`src/rtl/s32x_md_sync_gen_if.sv`:
```
// Bundles the mode inputs and timing outputs of the MD-side sync generator.
// The slave modport belongs to the generator; the master modport belongs to whoever drives the modes.
interface s32x_md_sync_gen_if;
  logic       ce;
  logic       pal;
  logic       h40;
  logic       v30;
  logic       ys_in;
  logic       edclk;
  logic       hsync_n;
  logic       vsync_n;
  logic       ys_n;
  logic       pix_ce;
  logic [8:0] hcnt;
  logic [8:0] vcnt;
  logic       hblank;
  logic       vblank;

  modport master (
    output ce, pal, h40, v30, ys_in,
    input  edclk, hsync_n, vsync_n, ys_n, pix_ce, hcnt, vcnt, hblank, vblank
  );

  modport slave (
    input  ce, pal, h40, v30, ys_in,
    output edclk, hsync_n, vsync_n, ys_n, pix_ce, hcnt, vcnt, hblank, vblank
  );
endinterface

```
`src/rtl/s32x_md_sync_gen.sv`:
```
// MD-side video timing for the 32X VDP: divides MCLK into EDCLK and pixels, and pixels into
// lines and frames, producing HSYNC_N/VSYNC_N/YS_N plus the raster counters and blanking flags.
module s32x_md_sync_gen #(
  parameter int unsigned HS_LEN_H40 = 32,
  parameter int unsigned HS_LEN_H32 = 26,
  parameter int unsigned VS_LINES   = 3
) (
  input logic               clk,
  input logic               rst_n,
  s32x_md_sync_gen_if.slave bus
);

  logic       started_q, started_d;
  logic       h40_q, h40_d, pal_q, pal_d, v30_q, v30_d;
  logic [3:0] ph_q, ph_d;
  logic       edclk_q, edclk_d;
  logic       hsync_n_q, hsync_n_d;
  logic       vsync_n_q, vsync_n_d;
  logic       ys_n_q, ys_n_d;
  logic       pix_ce_q, pix_ce_d;
  logic [8:0] hcnt_q, hcnt_d;
  logic [8:0] vcnt_q, vcnt_d;
  logic       hblank_q, hblank_d;
  logic       vblank_q, vblank_d;

  logic       h40_m, pal_m, v30_m;
  logic [3:0] ph_last;
  logic [8:0] h_last, v_last, h_act, v_act;
  logic [9:0] hs_start, hs_end, vs_start, vs_end;

  always_comb begin
    // Until the first CE after reset the live inputs stand in for the latched modes.
    h40_m    = started_q ? h40_q : bus.h40;
    pal_m    = started_q ? pal_q : bus.pal;
    v30_m    = started_q ? v30_q : bus.v30;
    ph_last  = h40_m ? 4'd7 : 4'd9;
    h_last   = h40_m ? 9'd419 : 9'd341;
    h_act    = h40_m ? 9'd320 : 9'd256;
    v_last   = pal_m ? 9'd312 : 9'd261;
    hs_start = h40_m ? 10'd345 : 10'd290;
    hs_end   = hs_start + (h40_m ? 10'(HS_LEN_H40) : 10'(HS_LEN_H32));
    vs_start = pal_m ? 10'd259 : 10'd235;
    vs_end   = vs_start + 10'(VS_LINES);

    started_d = started_q;
    h40_d     = h40_q;
    pal_d     = pal_q;
    v30_d     = v30_q;
    ph_d      = ph_q;
    edclk_d   = edclk_q;
    hsync_n_d = hsync_n_q;
    vsync_n_d = vsync_n_q;
    ys_n_d    = ys_n_q;
    pix_ce_d  = 1'b0;
    hcnt_d    = hcnt_q;
    vcnt_d    = vcnt_q;
    hblank_d  = hblank_q;
    vblank_d  = vblank_q;
    v_act     = 9'd224;

    if (bus.ce) begin
      started_d = 1'b1;
      if (!started_q) begin
        h40_d = bus.h40;
        pal_d = bus.pal;
        v30_d = bus.v30;
      end
      if (ph_q == ph_last) begin
        ph_d     = 4'd0;
        pix_ce_d = 1'b1;
        if (hcnt_q == h_last) begin
          hcnt_d = 9'd0;
          if (vcnt_q == v_last) begin
            // Frame wrap: ph_d is already 0, so the new H40 starts on a clean pixel.
            vcnt_d = 9'd0;
            h40_d  = bus.h40;
            pal_d  = bus.pal;
            v30_d  = bus.v30;
          end else begin
            vcnt_d = vcnt_q + 9'd1;
          end
        end else begin
          hcnt_d = hcnt_q + 9'd1;
        end
        v_act     = (pal_d && v30_d) ? 9'd240 : 9'd224;
        hblank_d  = (hcnt_d >= h_act);
        vblank_d  = (vcnt_d >= v_act);
        hsync_n_d = !(({1'b0, hcnt_d} >= hs_start) && ({1'b0, hcnt_d} < hs_end));
        if ({1'b0, hcnt_d} == hs_start) begin
          vsync_n_d = !(({1'b0, vcnt_d} >= vs_start) && ({1'b0, vcnt_d} < vs_end));
        end
        ys_n_d = !(bus.ys_in && !hblank_d && !vblank_d);
      end else begin
        ph_d = ph_q + 4'd1;
      end
      // Phase 0 is the low slot right after a pixel advance; each EDCLK period opens high.
      if (h40_m) begin
        edclk_d = ph_d[1];
      end else begin
        edclk_d = ((ph_d >= 4'd2) && (ph_d <= 4'd4)) || (ph_d >= 4'd7);
      end
    end
  end

  always_ff @(posedge clk or negedge rst_n) begin
    if (!rst_n) begin
      started_q <= 1'b0;
      h40_q     <= 1'b0;
      pal_q     <= 1'b0;
      v30_q     <= 1'b0;
      ph_q      <= 4'd0;
      edclk_q   <= 1'b0;
      hsync_n_q <= 1'b1;
      vsync_n_q <= 1'b1;
      ys_n_q    <= 1'b1;
      pix_ce_q  <= 1'b0;
      hcnt_q    <= 9'd0;
      vcnt_q    <= 9'd0;
      hblank_q  <= 1'b0;
      vblank_q  <= 1'b0;
    end else begin
      started_q <= started_d;
      h40_q     <= h40_d;
      pal_q     <= pal_d;
      v30_q     <= v30_d;
      ph_q      <= ph_d;
      edclk_q   <= edclk_d;
      hsync_n_q <= hsync_n_d;
      vsync_n_q <= vsync_n_d;
      ys_n_q    <= ys_n_d;
      pix_ce_q  <= pix_ce_d;
      hcnt_q    <= hcnt_d;
      vcnt_q    <= vcnt_d;
      hblank_q  <= hblank_d;
      vblank_q  <= vblank_d;
    end
  end

  assign bus.edclk   = edclk_q;
  assign bus.hsync_n = hsync_n_q;
  assign bus.vsync_n = vsync_n_q;
  assign bus.ys_n    = ys_n_q;
  assign bus.pix_ce  = pix_ce_q;
  assign bus.hcnt    = hcnt_q;
  assign bus.vcnt    = vcnt_q;
  assign bus.hblank  = hblank_q;
  assign bus.vblank  = vblank_q;

endmodule

```
`src/flat_wrapper.sv`:
```
// flat-port wrapper written by rule: the top's interface ports become plain ports
module s32x_md_sync_gen_flat 
#(
  parameter int unsigned HS_LEN_H40 = 32,
  parameter int unsigned HS_LEN_H32 = 26,
  parameter int unsigned VS_LINES   = 3
)
  (clk, rst_n, bus_ce, bus_pal, bus_h40, bus_v30, bus_ys_in, bus_edclk, bus_hsync_n, bus_vsync_n, bus_ys_n, bus_pix_ce, bus_hcnt, bus_vcnt, bus_hblank, bus_vblank);
  s32x_md_sync_gen_if bus_i ();
  input logic clk;
  input logic rst_n;
  input wire logic [$bits(bus_i.ce)-1:0] bus_ce;
  input wire logic [$bits(bus_i.pal)-1:0] bus_pal;
  input wire logic [$bits(bus_i.h40)-1:0] bus_h40;
  input wire logic [$bits(bus_i.v30)-1:0] bus_v30;
  input wire logic [$bits(bus_i.ys_in)-1:0] bus_ys_in;
  output wire logic [$bits(bus_i.edclk)-1:0] bus_edclk;
  output wire logic [$bits(bus_i.hsync_n)-1:0] bus_hsync_n;
  output wire logic [$bits(bus_i.vsync_n)-1:0] bus_vsync_n;
  output wire logic [$bits(bus_i.ys_n)-1:0] bus_ys_n;
  output wire logic [$bits(bus_i.pix_ce)-1:0] bus_pix_ce;
  output wire logic [$bits(bus_i.hcnt)-1:0] bus_hcnt;
  output wire logic [$bits(bus_i.vcnt)-1:0] bus_vcnt;
  output wire logic [$bits(bus_i.hblank)-1:0] bus_hblank;
  output wire logic [$bits(bus_i.vblank)-1:0] bus_vblank;
  assign bus_i.ce = bus_ce;
  assign bus_i.pal = bus_pal;
  assign bus_i.h40 = bus_h40;
  assign bus_i.v30 = bus_v30;
  assign bus_i.ys_in = bus_ys_in;
  assign bus_edclk = bus_i.edclk;
  assign bus_hsync_n = bus_i.hsync_n;
  assign bus_vsync_n = bus_i.vsync_n;
  assign bus_ys_n = bus_i.ys_n;
  assign bus_pix_ce = bus_i.pix_ce;
  assign bus_hcnt = bus_i.hcnt;
  assign bus_vcnt = bus_i.vcnt;
  assign bus_hblank = bus_i.hblank;
  assign bus_vblank = bus_i.vblank;
  s32x_md_sync_gen #(.HS_LEN_H40(HS_LEN_H40), .HS_LEN_H32(HS_LEN_H32), .VS_LINES(VS_LINES)) u_core (.clk(clk), .rst_n(rst_n), .bus(bus_i));
endmodule
```
`config.mk`:
```
export PLATFORM = sky130hd
export DESIGN_NAME = s32x_md_sync_gen_flat
export DESIGN_NICKNAME = d
export VERILOG_FILES = /design/src/rtl/s32x_md_sync_gen_if.sv /design/src/rtl/s32x_md_sync_gen.sv /design/src/flat_wrapper.sv
export SDC_FILE = /design/constraint.sdc
export NUM_CORES = 1
export LEC_CHECK = 0
export BUFFER_PORTS_ARGS = -buffer_cell sky130_fd_sc_hd__buf_2
export CORE_AREA = 2 2 100 102
export CTS_BUF_LIST = sky130_fd_sc_hd__clkbuf_16
export DETAILED_ROUTE_END_ITERATION = 10
export DIE_AREA = 0 0 102 104
export PLACE_DENSITY_LB_ADDON = 0.2
export SLEW_MARGIN = 20
export SYNTH_ARGS = -nofsm -noshare
export SYNTH_HDL_FRONTEND = slang
export SYNTH_SLANG_ARGS = --single-unit
```
`constraint.sdc`:
```
create_clock -name clk -period 3.5 [get_ports clk]
set_input_delay 0.7 -clock clk [delete_from_list [all_inputs] [get_ports clk]]
set_output_delay 0.7 -clock clk [all_outputs]
set_load 0.1 [all_outputs]
```
==> results of run 1 <==
cell usage in the layout, fill, tap and decap left out, types with 7 or more instances in the layout:
cell                      Yosys  final
sky130_fd_sc_hd__buf_2        6     31
sky130_fd_sc_hd__ha_1        17     17
sky130_fd_sc_hd__nor2_1      24     24
sky130_fd_sc_hd__buf_4        0     10
sky130_fd_sc_hd__xor2_1      10     10
sky130_fd_sc_hd__o21ai_0     21     21
sky130_fd_sc_hd__inv_1        9      9
sky130_fd_sc_hd__mux2_2       7      7
sky130_fd_sc_hd__nand2_1     40     40
sky130_fd_sc_hd__nand3_1      7      7
sky130_fd_sc_hd__a21oi_1      7      7
sky130_fd_sc_hd__nor3_1      11     11
sky130_fd_sc_hd__dfrtp_1     30     30
critical path, cell delays in order, from the launching register on:
cell and delay [ns]:
sky130_fd_sc_hd__dfrtp_1 0.48, sky130_fd_sc_hd__nor4bb_1 0.40, sky130_fd_sc_hd__and3_4 0.25, sky130_fd_sc_hd__o21a_1 0.39, sky130_fd_sc_hd__nand2_1 0.20, sky130_fd_sc_hd__a41o_1 0.31, sky130_fd_sc_hd__ha_1 0.27, sky130_fd_sc_hd__o21ai_0 0.08
sky130_fd_sc_hd__o31ai_1 0.25, sky130_fd_sc_hd__nand4_1 0.16, sky130_fd_sc_hd__a41oi_1 0.23
per-stage QoR:
stage	area [um^2]	power, uW	instances	hold slack, ns
5_1_grt	2980	2660	453	0.516
2_1_floorplan	2520	1790	288	0.404
3_5_place_dp	2840	2070	445	0.471
4_1_cts	2980	2510	453	0.497
3_3_place_gp	2840	2070	445	0.458
6_report	2980	2490	453	0.486
report_power, final:
group,internal (uW),switching [uW]
Clock,257,170
Combinational,382,1000
Sequential,491,190
Total,1130,1360
worst max path at each step:
| stage | startpoint | endpoint | slack (ns) | cells after the start |
|---|---|---|---|---|
| final | u_core.bus.hcnt[6] | u_core.bus.ys_n | 0.40 | 10 |
| after global placement | bus_h40 | u_core.bus.vsync_n | 0.22 | 11 |
| after global routing | u_core.bus.hcnt[6] | u_core.bus.ys_n | 0.11 | 10 |
| after CTS | u_core.bus.hcnt[1] | u_core.bus.ys_n | 0.37 | 10 |
| after floorplan | u_core.bus.vcnt[0] | u_core.bus.vsync_n | 0.08 | 13 |
| after detailed placement | bus_h40 | u_core.bus.ys_n | 0.19 | 11 |
cell type report:
cell class	count	area, um^2
multi-input combinational	228	1570
tap	133	166
inverter	10	37.5
fill	1018	6570
clock inverter	3	12.5
sequential	33	830
clock buffer	5	125
timing repair buffer	41	230
cell families after synthesis:
logic type	share of synthesized area, %
and+or+nand+nor	25.9
AOI/OAI and AO/OA	17.2
DFF	32.9
buffers and inverters	4.62
adders and majority gates	8.44
xor gates and xnor gates	5.56
muxes	5.36
metal layers:
| layer | global-route usage [%] | vias up | wire [um] |
|---|---|---|---|
| li1 | - | 1107 | - |
| met1 | 19.2 | 1027 | 3460 |
| met2 | 21.0 | 31 | 3110 |
| met3 | 2.49 | 6 | 193 |
| met4 | 4.57 | 0 | 93 |
| met5 | 0 | - | 0 |
==> results.txt, run 1 <==
The clock sink count is 33. The total routing usage reported by global routing came out at between 10% and 20%. The largest fanout on the critical path came out at 9. The initial core utilization came out at between 20% and 30%. The depth of the CTS H-tree is 2. The final number of hold-violating endpoints is 0. The class of the tightest hold or removal check is register to register.

The cell type with the highest aggregate area in the netlist is sky130_fd_sc_hd__dfrtp_1. The detailed router placed roughly 2.2k vias in this run. The first global-routing pass estimated around 11000 um of wire. The site row count is 36. The mean cell area of the mapped netlist came out at between 8 and 9 um^2. From bottom edge to top edge, the die measures approximately 100 um. The initial antenna violation count came out at 0. Counting instances, the worst hold path has a depth of 2. The largest voltage drop on the vdd net is 0.267 mV. By area the synthesized netlist is led by sky130_fd_sc_hd__dfrtp_1, sky130_fd_sc_hd__ha_1, sky130_fd_sc_hd__nand2_1, sky130_fd_sc_hd__o21ai_0, sky130_fd_sc_hd__nor2_1. The commonest cells after synthesis are sky130_fd_sc_hd__nand2_1, sky130_fd_sc_hd__dfrtp_1, sky130_fd_sc_hd__nor2_1. In this run the power density over the cells is 837 nW/um^2. The normalized max-slew margin is a little under half. The post-synthesis to final-layout area growth is 18.1%. The residual antenna-violating net count after detailed routing came out at 0.

Detailed placement finished with a half-perimeter wire length of between 5000 and 6000 um. The number of warnings reported in the yosys synthesis log came out at 0. The die area is around 11000 um^2.

The timing-limited maximum frequency is approximately 0.32 GHz. The worst register-to-register path ends at u_core.bus.ys_n. The sequential element share of the synthesized area came out at ~33%. Setup total negative slack on the finished layout was measured at 0 ns. The clock latency at the later pin of the worst-skew pair came out at approximately 0.28 ns.

At the pin with the least slew margin, the transition time is approximately 0.8 ns. STA classifies the critical path endpoint as a register. The worst hold path terminates at u_core.bus.hblank. The pin count of the biggest net entering global routing came out at 34. The number of optimization iterations in the first detailed-route pass came out at 4.

The number of gates resized after CTS was 0. The via density per instance is around 4.8. Setup repair after global routing left no endpoint under its margin. The proportion of register bits with asynchronous set or reset after synthesis came out at 100%. The clock transition time at the flip-flop clock pins of the worst setup and hold paths came out at around 0.06 ns. The total setup buffers inserted after CTS came out at 0.

The via count of the first global-routing pass came out at roughly 2.3k. The number of DRC violations after detailed routing is 0. The total length of routed wires is slightly below 7000 um. The fraction of the cycle the final worst path needs came out at 88.7%. TritonCTS built the clock tree.

The worst-case setup margin in the final layout is 0.397 ns. The pre-CTS setup slack came out at between 0.15 and 0.2 ns. The maximum buffer depth of the clock tree came out at 2. Synthesis produced a netlist whose cell count is 288. The weighted congestion reported at the end of routability-driven placement came out at just over 0.8. The number of clock buffers added by TritonCTS is 5. Of the cells placed in the final design, the portion with a size suffix greater than 1 is around 22%. The post-synth net total came out at approximately 310. Data on the critical path arrives at its endpoint at 3.31 ns.

The final-stage net count came out at roughly 340. The core footprint is approximately 9500 um^2. The first routing iteration left ~110 violations. The data required time at the worst endpoint is around 3.7 ns.

The most used standard cell by instance count after synthesis is sky130_fd_sc_hd__nand2_1. The final count of negative-setup-slack endpoints is 0. Setup slack on the worst reg-to-reg path comes out at between 0.3 and 0.4 ns. The total leakage power is roughly 0.0013 uW. The number of synthesized flops with an enable pin came out at 0. The routed wire length per instance came out at roughly 15 um. For the final database, setup skew stands at between 0.004 and 0.005 ns. For this design, the CTS-stage hold fixing added 0 buffers. Summed over its instances, the top area cell type makes up 29.8% of the synthesized netlist area. The number of distinct standard cells referenced by the synthesized netlist is 65.

The startpoint identified for the worst register-to-register timing path is u_core.bus.hcnt[6]. STA classifies the critical path startpoint as a register. The final max-slew violation count is 0. The depth of the most critical reg-to-reg path is 10.

In this run the clock root is driven by a sky130_fd_sc_hd__clkbuf_16. The count of pins on the block boundary is 32. The total congestion overflow came out at 0. Among all flip-flop cells after synthesis, the most frequent one is sky130_fd_sc_hd__dfrtp_1. The worst setup path is of the register to register kind. The post-route minimum period is 3.10 ns. In this run the most critical hold path is launched from u_core.bus.hblank. The synthesized netlist occupies a cell area of approximately 2500 um^2. Measured along the x axis, the die boundary spans 102 um.

Measured on the finished design, the core utilization comes to a little under a third. The number of register bits inferred by synthesis is 33. Across the run, the number of max-cap violations was 0. The flow ran to the end, and the final reports show no timing, DRC or antenna violations.

The total inserted antenna cells is 0. During placement, the flow inserted port buffers numbering 31.
Note: power is estimated with default switching activity, not from simulation.
==> run 2: changes to the inputs <==
ABC_AREA = 1   (was unset)
==> results.txt, run 2 <==
The run finished with clean final reports. The cell-internal power was 1050 uW (-6.8%). The proportion of register bits with asynchronous set or reset after synthesis came out at 100% (unchanged). The number of warnings reported in the yosys synthesis log came to 0 (unchanged). The post-route minimum period was 2.97 ns (-0.138 ns). The core footprint is 9550 um^2 (unchanged).

The height of the die is 104 um (unchanged). The multiplexer area fraction after synthesis came out at 0% (-5.4 points). The normalized max-slew margin was 48.0% (+0.85 points). The library cell used most frequently in the layout, excluding fill and tap cells, is sky130_fd_sc_hd__nand2_1. The setup TNS is 0 ns (unchanged). The utilization after layout came out at 30.8% (-0.35 points). The worst setup path is captured at a register. The final max-slew violation count came out at 0 (unchanged).

The fraction of the cycle the final worst path needs came to 84.7% (-4.0 points). The endpoint of the worst register-to-register path is u_core.bus.vsync_n. The largest fanout on the critical path came to 14 (+5).

The kind of start point of the critical path is a register. The routed wire length per instance came out at 12.4 um (-18%). In this run the worst setup path begins at u_core.bus.hcnt[0]. The via density per instance came out at 4.39 (-8.5%). The number of synthesized flops with an enable pin was 0 (unchanged). The slew at the pin with the worst max-slew slack came out at 0.780 ns (-0.0127 ns). The width of the chip came to 102 um (unchanged). The register share of total power came to 26.6% (-0.7 points).

The sequential element share of the synthesized area is 33.0% (+0.049 points). The max-capacitance violation count was 0 (unchanged). The min-delay analysis places its worst path in the category primary input to asynchronous set/reset pin. The area fraction in compound gates after synthesis is 12.9% (-4.3 points). The fraction of layout cells with a size suffix above 1 came out at 16.2% (-5.7 points). The die area came out at 10600 um^2 (unchanged). The count of cells resized by post-cts repair was 0 (unchanged). Setup repair after global routing left no endpoint under its margin. The initial antenna violation count was 0 (unchanged). The relative contribution of the clock network to total power came out at 18.6% (+1.4 points). The proportion of power drawn by combinational gates came to 54.8% (-0.7 points). The total power of the final layout came to 2320 uW (-7.0%). By count the netlist is led by sky130_fd_sc_hd__nand2_1, sky130_fd_sc_hd__inv_1, sky130_fd_sc_hd__nor2_1. The netlist area before placement came out at 2520 um^2 (-0.15%). The number of optimization iterations in the first detailed-route pass came to 4 (unchanged). The post-synth net total came to 387 (+24%). The root buffer cell chosen for the clock tree is sky130_fd_sc_hd__clkbuf_16. The end point of the critical path is u_core.bus.vsync_n. The total length of routed wires is 6570 um (-4.3%). The number of buffer cells added on primary ports came out at 31 (unchanged). The count of pins on the block boundary was 32 (unchanged). The half-perimeter wire length after placement came out at 5020 um (-0.16%).

The portion of synthesized cell area occupied by the leading cell type is 29.8% (+0.044 points). The share of the synthesized netlist area taken by xor and xnor gates is 2.78% (-2.8 points). The adder-cell share of the synthesized area was 8.45% (+0.013 points). The via count of the first global-routing pass was 2194 (-3.8%). The site row count is 36 (unchanged).

The synthesized netlist cell count came out at 363 (+26%). The number of distinct standard cells referenced by the synthesized netlist came out at 37 (-43%). The maximum buffer depth of the clock tree came out at 2 (unchanged). The TritonCTS buffer count is 5 (unchanged). By startpoint and endpoint, the worst setup path is classified as register to register.

The data arrival time of the critical path is 3.17 ns (-0.14 ns). The total inserted antenna cells is 0 (unchanged). Of all cell types, the one taking the most synthesized area is sky130_fd_sc_hd__dfrtp_1. The largest voltage drop on the vdd net came to 0.387 mV (+45%). The mean cell area of the mapped netlist came to 6.93 um^2 (-21%). The total congestion overflow is 0 (unchanged). The total setup buffers inserted after CTS is 0 (unchanged).

The final-stage net count is 419 (+22%). The number of hold buffers added after cts came out at 0 (unchanged). The pin count of the biggest net entering global routing came to 34 (unchanged).

The slack of the worst reg-to-reg path came to 0.53 ns (+0.14 ns). The number of register bits inferred by synthesis is 33 (unchanged). The power density over the cells is 788 nW/um^2 (-5.9%). The fill cell total of the finished layout came to 1083 (+6.4%).

In the layout the commonest cells are sky130_fd_sc_hd__nand2_1, sky130_fd_sc_hd__inv_1, sky130_fd_sc_hd__nor2_1. The clock transition time at the flip-flop clock pins of the worst setup and hold paths is 0.06 ns (about the same). The global-route wire length before repair was 10900 um (-5.1%). The residual antenna-violating net count after detailed routing came out at 0 (unchanged).

By area, the combinational part of the netlist is dominated by simple AND/OR/NAND/NOR gates. The worst reg2reg path startpoint is u_core.bus.hcnt[0]. By area the synthesized netlist is led by sky130_fd_sc_hd__dfrtp_1, sky130_fd_sc_hd__nand2_1, sky130_fd_sc_hd__ha_1, sky130_fd_sc_hd__inv_1, sky130_fd_sc_hd__nor2_1. The post-route clock skew came out at 0.00582 ns (+0.00128 ns). The sequential cell area is 830 um^2 (unchanged). The depth of the CTS H-tree was 2 (unchanged). The clock sink count is 33 (unchanged). The predominant post-synthesis flop cell is sky130_fd_sc_hd__dfrtp_1.

The weighted congestion reported at the end of routability-driven placement came out at 0.838 (+3.1%). The clock latency at the later pin of the worst-skew pair is 0.28 ns (about the same). The post-synthesis to final-layout area growth came out at 16.9%. The power spent charging and discharging nets was 1260 uW (-7.1%). The switching fraction of total power came out at 54.5% (-0.093 points). The number of DRC violations after detailed routing is 0 (unchanged). The count of routing violations after the opening detailed-route iteration came out at 97 (-14%). The total leakage power is 0.00154 uW (+18%).

The depth of the most critical reg-to-reg path is 13 (+3). The final count of negative-setup-slack endpoints came out at 0 (unchanged). The timing-limited maximum frequency is 0.337 GHz (+4.7%). TritonCTS built the clock tree. The area used by multi-input combinational logic came out at 1420 um^2 (-9.6%). The most used standard cell by instance count after synthesis is sky130_fd_sc_hd__nand2_1. The post-synthesis simple-gate area fraction was 32.4% (+6.5 points). The routed via count came out at 2320 (+6.9%). The total routing usage reported by global routing came to 12.9% (-0.77 points).

The final number of hold-violating endpoints came out at 0 (unchanged). The initial core utilization came out at 26.3% (-0.039 points). The data required time at the worst endpoint came out at 3.70 ns (about the same).
==> run 2: changes by cell type in the layout (fill, tap and decap cells not counted), sizes merged, moves of 6 or more <==
cell   change
nand2     +67
inv       +47
nand3     +19
nor2      +15
o21ai     +13
nor3       -9
buf        -8
mux2       -7
xnor2      -6
==> run 2: layer usage <==
| layer | track usage, % | vias to the layer above | routed length, um | part of all wire (%) |
|---|---|---|---|---|
| met3 | 2.42 | 8 | 218 | 3.3 |
| met1 | 18.8 | 1041 | 3360 | 51 |
| met2 | 19.5 | 46 | 2900 | 44 |
| met4 | 3.33 | 0 | 85 | 1.3 |
| met5 | 0 | - | 0 | 0 |
| li1 | - | 1225 | - | - |
==> run 2: how the worst min path moves through the flow <==
stage / to / start / slack, ns
2_1_floorplan: u_core.bus.edclk / rst_n / 0.40
3_3_place_gp: u_core.bus.vblank / u_core.bus.vblank / 0.50
3_5_place_dp: u_core.bus.hsync_n / u_core.bus.hsync_n / 0.50
4_1_cts: u_core.bus.hsync_n / u_core.bus.hsync_n / 0.51
5_1_grt: u_core.bus.hsync_n / u_core.bus.hsync_n / 0.54
6_report: u_core.bus.vcnt[3] / rst_n / 0.51
==> run 2: through the flow <==
step	hold slack (ns)	cell area (um^2)	setup slack, ns	instances
3_5_place_dp	0.500	2800	0.372	521
6_report	0.506	2940	0.535	529
5_1_grt	0.535	2940	0.220	529
3_3_place_gp	0.498	2800	0.347	521
2_1_floorplan	0.404	2520	0.571	363
4_1_cts	0.508	2940	0.510	529
==> run 2: worst max-delay path, cell delays in order, from the launching register on <==
cell	delay, ns
sky130_fd_sc_hd__dfrtp_1	0.53
sky130_fd_sc_hd__nand3_1	0.18
sky130_fd_sc_hd__nor2_1	0.24
sky130_fd_sc_hd__nand3_4	0.23
sky130_fd_sc_hd__nor2_1	0.33
sky130_fd_sc_hd__inv_1	0.13
sky130_fd_sc_hd__nand3_1	0.16
sky130_fd_sc_hd__inv_1	0.08
sky130_fd_sc_hd__ha_1	0.27
sky130_fd_sc_hd__inv_1	0.03
sky130_fd_sc_hd__nor4_1	0.41
sky130_fd_sc_hd__nand2_1	0.10
sky130_fd_sc_hd__nor2_1	0.12
sky130_fd_sc_hd__a21oi_1	0.07
==> run 2: power by group through the flow <==
stage          combinational, uW  clock (uW)  sequential [uW]
2_1_floorplan                587           0             1070
3_3_place_gp                1280           0              626
3_5_place_dp                1270           0              624
4_1_cts                     1280         439              617
5_1_grt                     1400         455              632
6_report                    1270         431              616
==> run 2: layout make-up <==
cell class              instances  area share (%)
repair buffers                 33            5.78
clock inverters                 3           0.468
multi-input cells             265            48.4
well taps                     133            5.66
flip-flops and latches         33            28.2
clock buffers                   5            4.25
inverters                      57            7.27
==> run 2: cells by family after synthesis <==
logic type / count (synthesis)
and+or+nand+nor: 185
buffers and inverters: 65
AOI/OAI and AO/OA: 55
DFF: 33
adders and majority gates: 17
xor gates and xnor gates: 8
